**config.mk**
```make
export PLATFORM = sky130hd
export DESIGN_NAME = hc595_chain_rx_flat
export DESIGN_NICKNAME = d
export VERILOG_FILES = /design/src/rtl/hc595_pkg.sv /design/src/rtl/hc595_chain_rx_if.sv /design/src/rtl/pin_sync_edge.sv /design/src/rtl/hc595_chain_rx.sv /design/src/flat_wrapper.sv
export SDC_FILE = /design/constraint.sdc
export NUM_CORES = 1
export LEC_CHECK = 0
export CAP_MARGIN = 20
export CORE_MARGIN = 1.5
export CORE_UTILIZATION = 48
export CTS_BUF_LIST = sky130_fd_sc_hd__clkbuf_16
export CTS_CLUSTER_SIZE = 24
export DETAILED_ROUTE_END_ITERATION = 8
export PLACE_DENSITY = 0.77
export SYNTH_ARGS = -nofsm -noshare
export SYNTH_HDL_FRONTEND = slang
export SYNTH_SLANG_ARGS = --single-unit
```
**constraint.sdc**
```tcl
create_clock -name CLK -period 7.05 [get_ports CLK]
set_input_delay 1.0575 -clock CLK [delete_from_list [all_inputs] [get_ports CLK]]
set_output_delay 1.0575 -clock CLK [all_outputs]
set_load 0.02 [all_outputs]
```
**src/rtl/hc595_pkg.sv**
```systemverilog
// rtl/hc595_pkg.sv - shared constants, chain word type and one-hot decode for the 74HC595 chain receiver
package hc595_pkg;

  localparam int NBITS_DEF = 24;
  localparam int RED_MSB   = 23;
  localparam int RED_LSB   = 16;
  localparam int GRN_MSB   = 7;
  localparam int GRN_LSB   = 0;
  localparam int COLS_DEF  = 8;
  localparam int IDX_W     = 3;

  typedef logic [NBITS_DEF-1:0] chain_word_t;

  // Returns {valid, idx}; valid is 1 only when exactly one bit of r is set.
  function automatic logic [IDX_W:0] onehot_idx(input logic [COLS_DEF-1:0] r);
    logic [IDX_W:0] res;
    int             cnt;
    res = '0;
    cnt = 0;
    for (int i = 0; i < COLS_DEF; i++) begin
      if (r[i]) begin
        cnt++;
        res[IDX_W-1:0] = i[IDX_W-1:0];
      end
    end
    res[IDX_W] = (cnt == 1);
    return res;
  endfunction

endpackage

```
**src/rtl/hc595_chain_rx_if.sv**
```systemverilog
// rtl/hc595_chain_rx_if.sv - sampled 595 pins and reconstructed chain/frame results
interface hc595_chain_rx_if #(
  parameter int NBITS = 24,
  parameter int COLS  = 8
);

  logic               SH_CP;
  logic               ST_CP;
  logic               data;
  logic               MR;
  logic               OE;
  logic [COLS-1:0]    row;

  logic [NBITS-1:0]   q;
  logic               q_valid;
  logic [COLS*8-1:0]  frame_red;
  logic [COLS*8-1:0]  frame_green;
  logic               frame_valid;
  logic               overrun;
  logic               row_err;

  // Display driver side: drives the pins, observes the reconstruction.
  modport master (
    output SH_CP, ST_CP, data, MR, OE, row,
    input  q, q_valid, frame_red, frame_green, frame_valid, overrun, row_err
  );

  // Receiver side.
  modport slave (
    input  SH_CP, ST_CP, data, MR, OE, row,
    output q, q_valid, frame_red, frame_green, frame_valid, overrun, row_err
  );

endinterface

```
**src/rtl/pin_sync_edge.sv**
```systemverilog
// rtl/pin_sync_edge.sv - N-stage pin synchronizer with aligned level and registered rise pulse
module pin_sync_edge #(
  parameter int SYNC_STAGES = 2
) (
  input  logic clk,
  input  logic rst,
  input  logic pin,
  output logic level,
  output logic rise
);

  logic [SYNC_STAGES-1:0] sync_q;

  // Synchronize the pin; level is one stage past the sync chain so that it
  // lines up with the registered rise pulse (latency SYNC_STAGES+1).
  always_ff @(posedge clk or posedge rst) begin
    if (rst) begin
      sync_q <= '0;
      level  <= 1'b0;
      rise   <= 1'b0;
    end else begin
      sync_q <= {sync_q[SYNC_STAGES-2:0], pin};
      level  <= sync_q[SYNC_STAGES-1];
      rise   <= sync_q[SYNC_STAGES-1] & ~level;
    end
  end

endmodule

```
**src/rtl/hc595_chain_rx.sv**
```systemverilog
// rtl/hc595_chain_rx.sv - oversampling receiver rebuilding the 595 chain and assembling red/green frames
module hc595_chain_rx
  import hc595_pkg::*;
#(
  parameter int NBITS       = NBITS_DEF,
  parameter int SYNC_STAGES = 2,
  parameter int COLS        = COLS_DEF
) (
  input  logic             CLK,
  input  logic             RST,
  hc595_chain_rx_if.slave  bus
);

  localparam logic [4:0] CNT_FULL = 5'(NBITS);
  localparam logic [4:0] CNT_SAT  = 5'(NBITS + 1);

  logic            sh_rise, st_rise;
  logic            sh_s, st_s;
  logic            data_s, data_rise;
  logic            mr_n_s, mr_rise;
  logic            oe_n_s, oe_rise;
  logic [COLS-1:0] row_s, row_rise;
  logic [COLS+2:0] rise_unused;

  chain_word_t         sr;
  chain_word_t         storage;
  chain_word_t         latch_word;
  logic [4:0]          bit_cnt;
  logic [COLS-1:0]     slot_mask;
  logic [COLS-1:0]     mask_next;
  logic [COLS*8-1:0]   frame_red_r, frame_green_r;
  logic                q_valid_r, frame_valid_r, overrun_r, row_err_r;
  logic [IDX_W:0]      oh;
  logic [IDX_W-1:0]    idx;
  logic                row_ok;

  pin_sync_edge #(.SYNC_STAGES(SYNC_STAGES)) u_sh (
    .clk(CLK), .rst(RST), .pin(bus.SH_CP), .level(sh_s), .rise(sh_rise));
  pin_sync_edge #(.SYNC_STAGES(SYNC_STAGES)) u_st (
    .clk(CLK), .rst(RST), .pin(bus.ST_CP), .level(st_s), .rise(st_rise));
  pin_sync_edge #(.SYNC_STAGES(SYNC_STAGES)) u_data (
    .clk(CLK), .rst(RST), .pin(bus.data), .level(data_s), .rise(data_rise));
  pin_sync_edge #(.SYNC_STAGES(SYNC_STAGES)) u_mr (
    .clk(CLK), .rst(RST), .pin(bus.MR), .level(mr_n_s), .rise(mr_rise));
  pin_sync_edge #(.SYNC_STAGES(SYNC_STAGES)) u_oe (
    .clk(CLK), .rst(RST), .pin(bus.OE), .level(oe_n_s), .rise(oe_rise));

  for (genvar i = 0; i < COLS; i++) begin : g_row
    pin_sync_edge #(.SYNC_STAGES(SYNC_STAGES)) u_row (
      .clk(CLK), .rst(RST), .pin(bus.row[i]), .level(row_s[i]), .rise(row_rise[i]));
  end

  // Only the clock pins need edges; the rest are consumed as aligned levels.
  assign rise_unused = {data_rise, mr_rise, oe_rise, row_rise, sh_s ^ st_s};

  // Column decode and the value a latch would capture (zero while MR is held low).
  always_comb begin
    oh         = onehot_idx(row_s);
    idx        = oh[IDX_W-1:0];
    row_ok     = oh[IDX_W];
    latch_word = mr_n_s ? sr : '0;
    mask_next  = slot_mask | (COLS'(1) << idx);
  end

  // Shift register, bit counter, storage, frame assembly and sticky flags.
  always_ff @(posedge CLK or posedge RST) begin
    if (RST) begin
      sr            <= '0;
      storage       <= '0;
      bit_cnt       <= '0;
      slot_mask     <= '0;
      frame_red_r   <= '0;
      frame_green_r <= '0;
      q_valid_r     <= 1'b0;
      frame_valid_r <= 1'b0;
      overrun_r     <= 1'b0;
      row_err_r     <= 1'b0;
    end else begin
      q_valid_r     <= st_rise;
      frame_valid_r <= 1'b0;

      if (!mr_n_s) begin
        sr      <= '0;
        bit_cnt <= '0;
      end else if (sh_rise) begin
        sr <= {sr[NBITS-2:0], data_s};
        if (st_rise) begin
          // Storage captured the pre-shift word; this shift starts a new one.
          bit_cnt <= 5'd1;
        end else begin
          if (bit_cnt == CNT_FULL) overrun_r <= 1'b1;
          if (bit_cnt != CNT_SAT)  bit_cnt   <= bit_cnt + 5'd1;
        end
      end else if (st_rise) begin
        bit_cnt <= '0;
      end

      if (st_rise) begin
        storage <= latch_word;
        if (row_ok) begin
          frame_red_r[idx*8 +: 8]   <= latch_word[RED_MSB:RED_LSB];
          frame_green_r[idx*8 +: 8] <= latch_word[GRN_MSB:GRN_LSB];
          if (&mask_next) begin
            frame_valid_r <= 1'b1;
            slot_mask     <= '0;
          end else begin
            slot_mask <= mask_next;
          end
        end else begin
          row_err_r <= 1'b1;
        end
      end
    end
  end

  assign bus.q           = oe_n_s ? '0 : storage;
  assign bus.q_valid     = q_valid_r;
  assign bus.frame_red   = frame_red_r;
  assign bus.frame_green = frame_green_r;
  assign bus.frame_valid = frame_valid_r;
  assign bus.overrun     = overrun_r;
  assign bus.row_err     = row_err_r;

endmodule

```
**src/flat_wrapper.sv**
```systemverilog
// flat-port wrapper written by rule: the top's interface ports become plain ports
module hc595_chain_rx_flat import hc595_pkg::*;
#(
  parameter int NBITS       = NBITS_DEF,
  parameter int SYNC_STAGES = 2,
  parameter int COLS        = COLS_DEF
)
  (CLK, RST, bus_SH_CP, bus_ST_CP, bus_data, bus_MR, bus_OE, bus_row, bus_q, bus_q_valid, bus_frame_red, bus_frame_green, bus_frame_valid, bus_overrun, bus_row_err);
  hc595_chain_rx_if #(.NBITS(NBITS), .COLS(COLS)) bus_i ();
  input  logic CLK;
  input  logic RST;
  input wire logic [$bits(bus_i.SH_CP)-1:0] bus_SH_CP;
  input wire logic [$bits(bus_i.ST_CP)-1:0] bus_ST_CP;
  input wire logic [$bits(bus_i.data)-1:0] bus_data;
  input wire logic [$bits(bus_i.MR)-1:0] bus_MR;
  input wire logic [$bits(bus_i.OE)-1:0] bus_OE;
  input wire logic [$bits(bus_i.row)-1:0] bus_row;
  output wire logic [$bits(bus_i.q)-1:0] bus_q;
  output wire logic [$bits(bus_i.q_valid)-1:0] bus_q_valid;
  output wire logic [$bits(bus_i.frame_red)-1:0] bus_frame_red;
  output wire logic [$bits(bus_i.frame_green)-1:0] bus_frame_green;
  output wire logic [$bits(bus_i.frame_valid)-1:0] bus_frame_valid;
  output wire logic [$bits(bus_i.overrun)-1:0] bus_overrun;
  output wire logic [$bits(bus_i.row_err)-1:0] bus_row_err;
  assign bus_i.SH_CP = bus_SH_CP;
  assign bus_i.ST_CP = bus_ST_CP;
  assign bus_i.data = bus_data;
  assign bus_i.MR = bus_MR;
  assign bus_i.OE = bus_OE;
  assign bus_i.row = bus_row;
  assign bus_q = bus_i.q;
  assign bus_q_valid = bus_i.q_valid;
  assign bus_frame_red = bus_i.frame_red;
  assign bus_frame_green = bus_i.frame_green;
  assign bus_frame_valid = bus_i.frame_valid;
  assign bus_overrun = bus_i.overrun;
  assign bus_row_err = bus_i.row_err;
  hc595_chain_rx #(.NBITS(NBITS), .SYNC_STAGES(SYNC_STAGES), .COLS(COLS)) u_core (.CLK(CLK), .RST(RST), .bus(bus_i));
endmodule
```
# Yosys cells after proc, flatten, opt, wreduce, memory -nomap -nowiden
# Cells that the tools add are included.
# op_classes
addsub	9
n_eq_ne	6
shift	4
mux	30
bitwise_logic	7
n_reduce_logical	5
# ops
operator	count
$mux 32	7
$add 32x2->32 const B	6
$bwmux 64	2
$shiftx 8x34->64	2
$mux 24	4
$shift 8x34->64 const A	1
$neg 6->34	1
$eq 32x2->1 const B	1
$mux 5	5
$mux 3	4
$mux 8	1
$or 8x8->8	1
$reduce_and 8->1	1
$shl 1x3->8 const A	1
$ne 3x1->1 const B	2
$reduce_and 2->1	3
$add 5x1->5 const B	1
$eq 5x5->1 const B	1
$mux 1	5
$ne 5x5->1 const B	1
$mux 2	2
$not 1->1	4
$reduce_and 4->1	1
$add 1x1->2 const B	1
other kinds (2)	3
# totals
regBits	234
in_bits	15
output_inout_bits	156
word_cells	99

# Logic depth before layout (Yosys ltp)
# depth
depth_word	18
ltp_mapped	27
depth_no_buf	24

# Cells and area by module
# From an unflattened synthesis, not the netlist that was laid out.
# unflattened
cells_unflattened	867
hier_area_um2	10851.7
# by_module_without_submodules
module	instances	cells_each	area_each_um2	seq_area_each_um2
hc595_chain_rx	1	789	9322.7	4829.6
pin_sync_edge	13	6	117.6	100.1

# Worst setup path before layout
# Ideal clock, no wire load.
# synth_timing
path_type	reg2reg
from	reg u_core.g_row[1].u_row.level
to	reg u_core.frame_green_r[56], in the netlist u_core.bus.frame_green[56]
setup_time_ps	125
t_arrival_ps	5373
required_time_ps	6925
slack_ps	1552
stages_incl_launch_ff	26
path_buffers	3
period_less_slack_ps	5498
path_cell_list	dfrtp_1 -> ha_1 -> nor2b_1 -> or2_2 -> ha_1 -> nand2b_1 -> o31a_1 -> ha_1 -> nand2_1 -> nand2_1 -> ha_1 -> a221oi_2 -> inv_1 -> ha_1 -> nand2_1 -> o21ai_0 -> ha_1 -> nand2b_1 -> nor2_1 -> a311oi_1 -> or4b_1 -> buf_2 -> or4_1 -> buf_6 -> buf_12 -> mux2_4
# synth_via
elab_chain_len	15
elab_cells_between_ends	26
classes_between	7 x add/sub; 1 x eq/ne; 2 x shift; 15 x mux; 1 x reduce/logical
# synth_rtl
item	line	text
start, declared	pin_sync_edge.sv:8	output logic level,
start signal, assigned	pin_sync_edge.sv:23	level <= sync_q[SYNC_STAGES-1];
$mux 32	hc595_pkg.sv:21	if (r[i]) begin
$add 32x2->32	hc595_pkg.sv:22	cnt++;
$mux 32	hc595_pkg.sv:21	
$add 32x2->32	hc595_pkg.sv:22	
$mux 32	hc595_pkg.sv:21	
$add 32x2->32	hc595_pkg.sv:22	
$mux 32	hc595_pkg.sv:21	
$add 32x2->32	hc595_pkg.sv:22	
$mux 32	hc595_pkg.sv:21	
$add 32x2->32	hc595_pkg.sv:22	
$mux 32	hc595_pkg.sv:21	
$add 32x2->32	hc595_pkg.sv:22	
$mux 32	hc595_pkg.sv:21	
$eq 32x2->1	hc595_pkg.sv:26	res[IDX_W] = (cnt == 1);
$reduce_and 2->1 (no source line)	--	
end signal, assigned by index	hc595_chain_rx.sv:102	frame_green_r[idx*8 +: 8] <= latch_word[GRN_MSB:GRN_LSB];
end, declared	hc595_chain_rx.sv:31	logic [COLS*8-1:0] frame_red_r, frame_green_r;
# Parallel ways exist; a longest one is shown, timed or not.
# A chain may end at the register's enable or synchronous reset.

# Worst setup path in the final report
# layout_timing
from	reg u_core.g_row[1].u_row.level
to	reg u_core.frame_red_r[32], in the netlist u_core.bus.frame_red[32]
# layout_via
elab_chain_len	15
elab_cells_between_ends	26
classes_between	7 x add/sub; 1 x eq/ne; 2 x shift; 15 x mux; 1 x reduce/logical
# layout_rtl
item	line	text
$mux 32	hc595_pkg.sv:21	
$add 32x2->32	hc595_pkg.sv:22	
$mux 32	hc595_pkg.sv:21	
$add 32x2->32	hc595_pkg.sv:22	
$mux 32	hc595_pkg.sv:21	
$add 32x2->32	hc595_pkg.sv:22	
$mux 32	hc595_pkg.sv:21	
$add 32x2->32	hc595_pkg.sv:22	
$mux 32	hc595_pkg.sv:21	
$add 32x2->32	hc595_pkg.sv:22	
$mux 32	hc595_pkg.sv:21	
$add 32x2->32	hc595_pkg.sv:22	
$mux 32	hc595_pkg.sv:21	
$eq 32x2->1	hc595_pkg.sv:26	
$reduce_and 2->1 (no source line)	--	
end signal, assigned by index	hc595_chain_rx.sv:101	frame_red_r[idx*8 +: 8] <= latch_word[RED_MSB:RED_LSB];
end, declared	hc595_chain_rx.sv:31	
# Parallel ways exist; a longest one is shown, timed or not.

==> impl_metrics.json <==
{
  "post-route-util_pct": 62.3,
  "netlist_instances": 819,
  "crit_top_cell": "ha_1",
  "syn2layout_area_growth_pct": 26.7,
  "cp-end-kind": "flop",
  "dpl.hpwl_um": 15100,
  "fin_setup_tns_ns": 0,
  "synth.most_common_cell": "dfrtp_1",
  "cp.arrival_ns": 6.72,
  "fmax_ghz": 0.158,
  "r2r_slack_ns": 0.74,
  "die-area_sq_um": 21700,
  "path_clk_slew_ns": 0.06,
  "core-area_sq_um": 20300,
  "ys_seq_area_share_pct": 58.6,
  "place_congestion": 0.860,
  "cts-resized-gates": 0,
  "insertion_delay_ns": 0.53,
  "clockBufferDepth": 3,
  "wl_met2_um": 10200,
  "crit_required_ns": 7.46,
  "syn_area_sq_um": 9990,
  "tightest_slew_ns": 0.961,
  "rsz0062_at_grt": "false",
  "vias": 6642,
  "antenna_found_initial": 0,
  "power.leakage_nw": 5.84,
  "synth_top_cell_by_area": "dfrtp_1",
  "initial_core_util_pct": 49.2,
  "grt_start_max_net_pins": 176,
  "wirelength_um": 22200,
  "io_buffers": 170,
  "cts_tree": "yes",
  "synth-main-ff-cell": "dfrtp_1",
  "synth_commonest_cells": "dfrtp_1, mux2_2, nor2_1",
  "grt_overflow": 0,
  "critPathSlowestCell": "or4b_1",
  "period_needed_ns": 6.31,
  "drt-pass1-iter-count": 6,
  "status": "finished clean",
  "holdBufCountCts": 0,
  "first_global_vias": 6670,
  "synth_top_cell_area_share_pct": 58.6,
  "wl_per_cell_um": 17.6,
  "drt_iter0_drc": 336,
  "syn_area_per_cell_sq_um": 12.2,
  "fin_skew_ns": 0.0123,
  "async_reset_ff_share_pct": 100,
  "power_density_nw_per_um2": 224,
  "worst_path_largest_cell_delay_ns": 0.70,
  "postCtsSetupBuffers": 0,
  "drc_errors": 0,
  "layout-drive-gt1-share_pct": 18.7,
  "cts.sinks": 234,
  "final-setup-viol-count": 0,
  "grt_pass1_wl_um": 36100,
  "hold_violations": 0,
  "yosysWarnings": 0,
  "num_rows": 52,
  "wl_met1_um": 10100,
  "cap_violations": 0,
  "crit_fanout": 16,
  "finalCritPeriodShare_pct": 89.5,
  "netlist-cell-type-count": 54,
  "synth_seq_cells": 234,
  "ant_nets": 0,
  "antenna_cells": 0,
  "crit_type": "reg -> reg",
  "viasPerCell": 5.24,
  "slew_headroom_pct": 36.0,
  "synth_nets": 850,
  "cts_max_level": 1,
  "die_y_um": 147,
  "met3_length_um": 1240,
  "synthTopCellsByArea": "dfrtp_1, mux2_2, nor2_1",
  "critPathLaunchType": "flop",
  "min_path_type": "reg -> reg",
  "grt_use_total_pct": 20.9,
  "vdd_ir_drop_max_v": 0.000156,
  "routed.top_layer": "met4",
  "synth_edf_count": 0,
  "final_nets": 1011,
  "ios": 171,
  "path_cells": "ha_1 -> nor2b_1 -> or2_2 -> ha_1 -> nand2b_1 -> o31a_1 -> ha_1 -> nand2_1 -> nand2_1 -> ha_1 -> a221oi_2 -> inv_1 -> ha_1 -> nand2_1 -> o21ai_0 -> ha_1 -> nand2b_1 -> nand3_1 -> o21ai_0 -> or4b_1 -> nor2_1 -> nand4_2 -> mux2_2",
  "slew_violations": 0,
  "cts_inserted_buffers": 24,
  "die_w_um": 147,
  "clockRootBuffer": "clkbuf_16"
}
## layout make-up
cell class                 instances  area [sq um]
sequential                       234          5860
clock inverter                    19           164
clock buffer                      24           601
fill                            1592          7640
inverter                          25          97.6
tap                              270           338
multi-input combinational        516          3820
timing repair buffer             179          1780
## sequential cells by signal, summed over array words and instances (netlist names), 2 cells and up
signal                     count
u_core.sr                     24
u_core.u_st.sync_q             2
u_core.storage                24
u_core.u_mr.sync_q             2
u_core.g_row.u_row.sync_q     16
u_core.bus.frame_green        64
u_core.u_sh.sync_q             2
u_core.u_data.sync_q           2
u_core.slot_mask               8
u_core.u_oe.sync_q             2
u_core.bus.frame_red          64
u_core.bit_cnt                 5
u_core.g_row.u_row.level       8
## cell families (layout without fill, tap and decap cells)
logic type	after synthesis	in the layout	share of synthesized area (%)
AO/OA/AOI/OAI	70	70	4.26
XOR/XNOR	12	12	1.58
adder cells (fa/ha/maj)	16	16	2.00
buffers and inverters	69	247	3.17
flip-flops	234	234	58.6
multiplexers	148	148	17.2
AND/OR/NAND/NOR	270	270	13.2
## routing by layer
metal  vias up  track usage [%]
li1       3094                -
met1      3301             29.8
met4         0             6.95
met2       202             32.7
met5         -                0
met3        45             3.39
## power by group
part           total [mW]  internal (mW)  switching, mW
logic               0.227         0.0864          0.141
clock network        1.22          0.696          0.521
registers            1.39           1.37         0.0229
total                2.84           2.15          0.685
## stage by stage
step	setup WS, ns	total power [mW]	hold WS [ns]	cells	instance area [sq um]
floorplan	1.55	1.59	0.331	819	9990
CTS	0.759	2.87	0.347	1266	12600
global placement	1.06	1.64	0.332	1223	11900
detailed placement	0.817	1.64	0.335	1223	11900
finish	0.738	2.84	0.346	1267	12700
global route	0.344	2.95	0.354	1267	12700
## layout by cell type, fill, tap and decap left out, types with 3 or more instances in the layout
master	Yosys	final
mux2_2	108	108
a21oi_1	6	6
or4b_1	3	3
mux2_4	20	20
ha_1	16	16
inv_1	25	28
clkbuf_16	0	24
mux2i_1	20	20
nand3_1	8	8
dfrtp_1	234	234
nor2b_1	41	41
buf_4	0	7
nand4_1	5	5
clkinv_1	0	5
nor3_1	12	12
o21ai_1	6	6
a31oi_1	7	7
or2_2	4	4
nand2b_1	4	4
or4_1	3	3
clkdlybuf4s50_1	0	170
o21ai_0	31	31
nand2_1	70	70
clkinvlp_4	0	3
xor2_1	5	5
nor2_1	91	91
xnor2_1	3	3
clkinv_2	0	5
and2_1	18	18
o22ai_1	3	3
## worst paths after layout
check                                                     start                              end  depth (start not counted)
worst min register to register  u_core.g_row[1].u_row.sync_q[0]  u_core.g_row[1].u_row.sync_q[1]                          0
min in group asynchronous                                   RST           u_core.bus.frame_valid                          2
max in group asynchronous                                   RST       u_core.bus.frame_green[11]                          4
worst min-delay path            u_core.g_row[1].u_row.sync_q[0]  u_core.g_row[1].u_row.sync_q[1]                          0
worst max-delay path                u_core.g_row[1].u_row.level         u_core.bus.frame_red[32]                         23
worst max register to register      u_core.g_row[1].u_row.level         u_core.bus.frame_red[32]                         23
## worst max-delay path: cells and delay by family (launching register included)
kind,cells,cell delay [ns]
compound gates,4,0.76
fa+ha+maj,6,1.70
buf+inv,1,0.09
flops,1,0.39
mux,1,0.49
simple gates,11,2.75
Power figures use the tool's default switching activity.
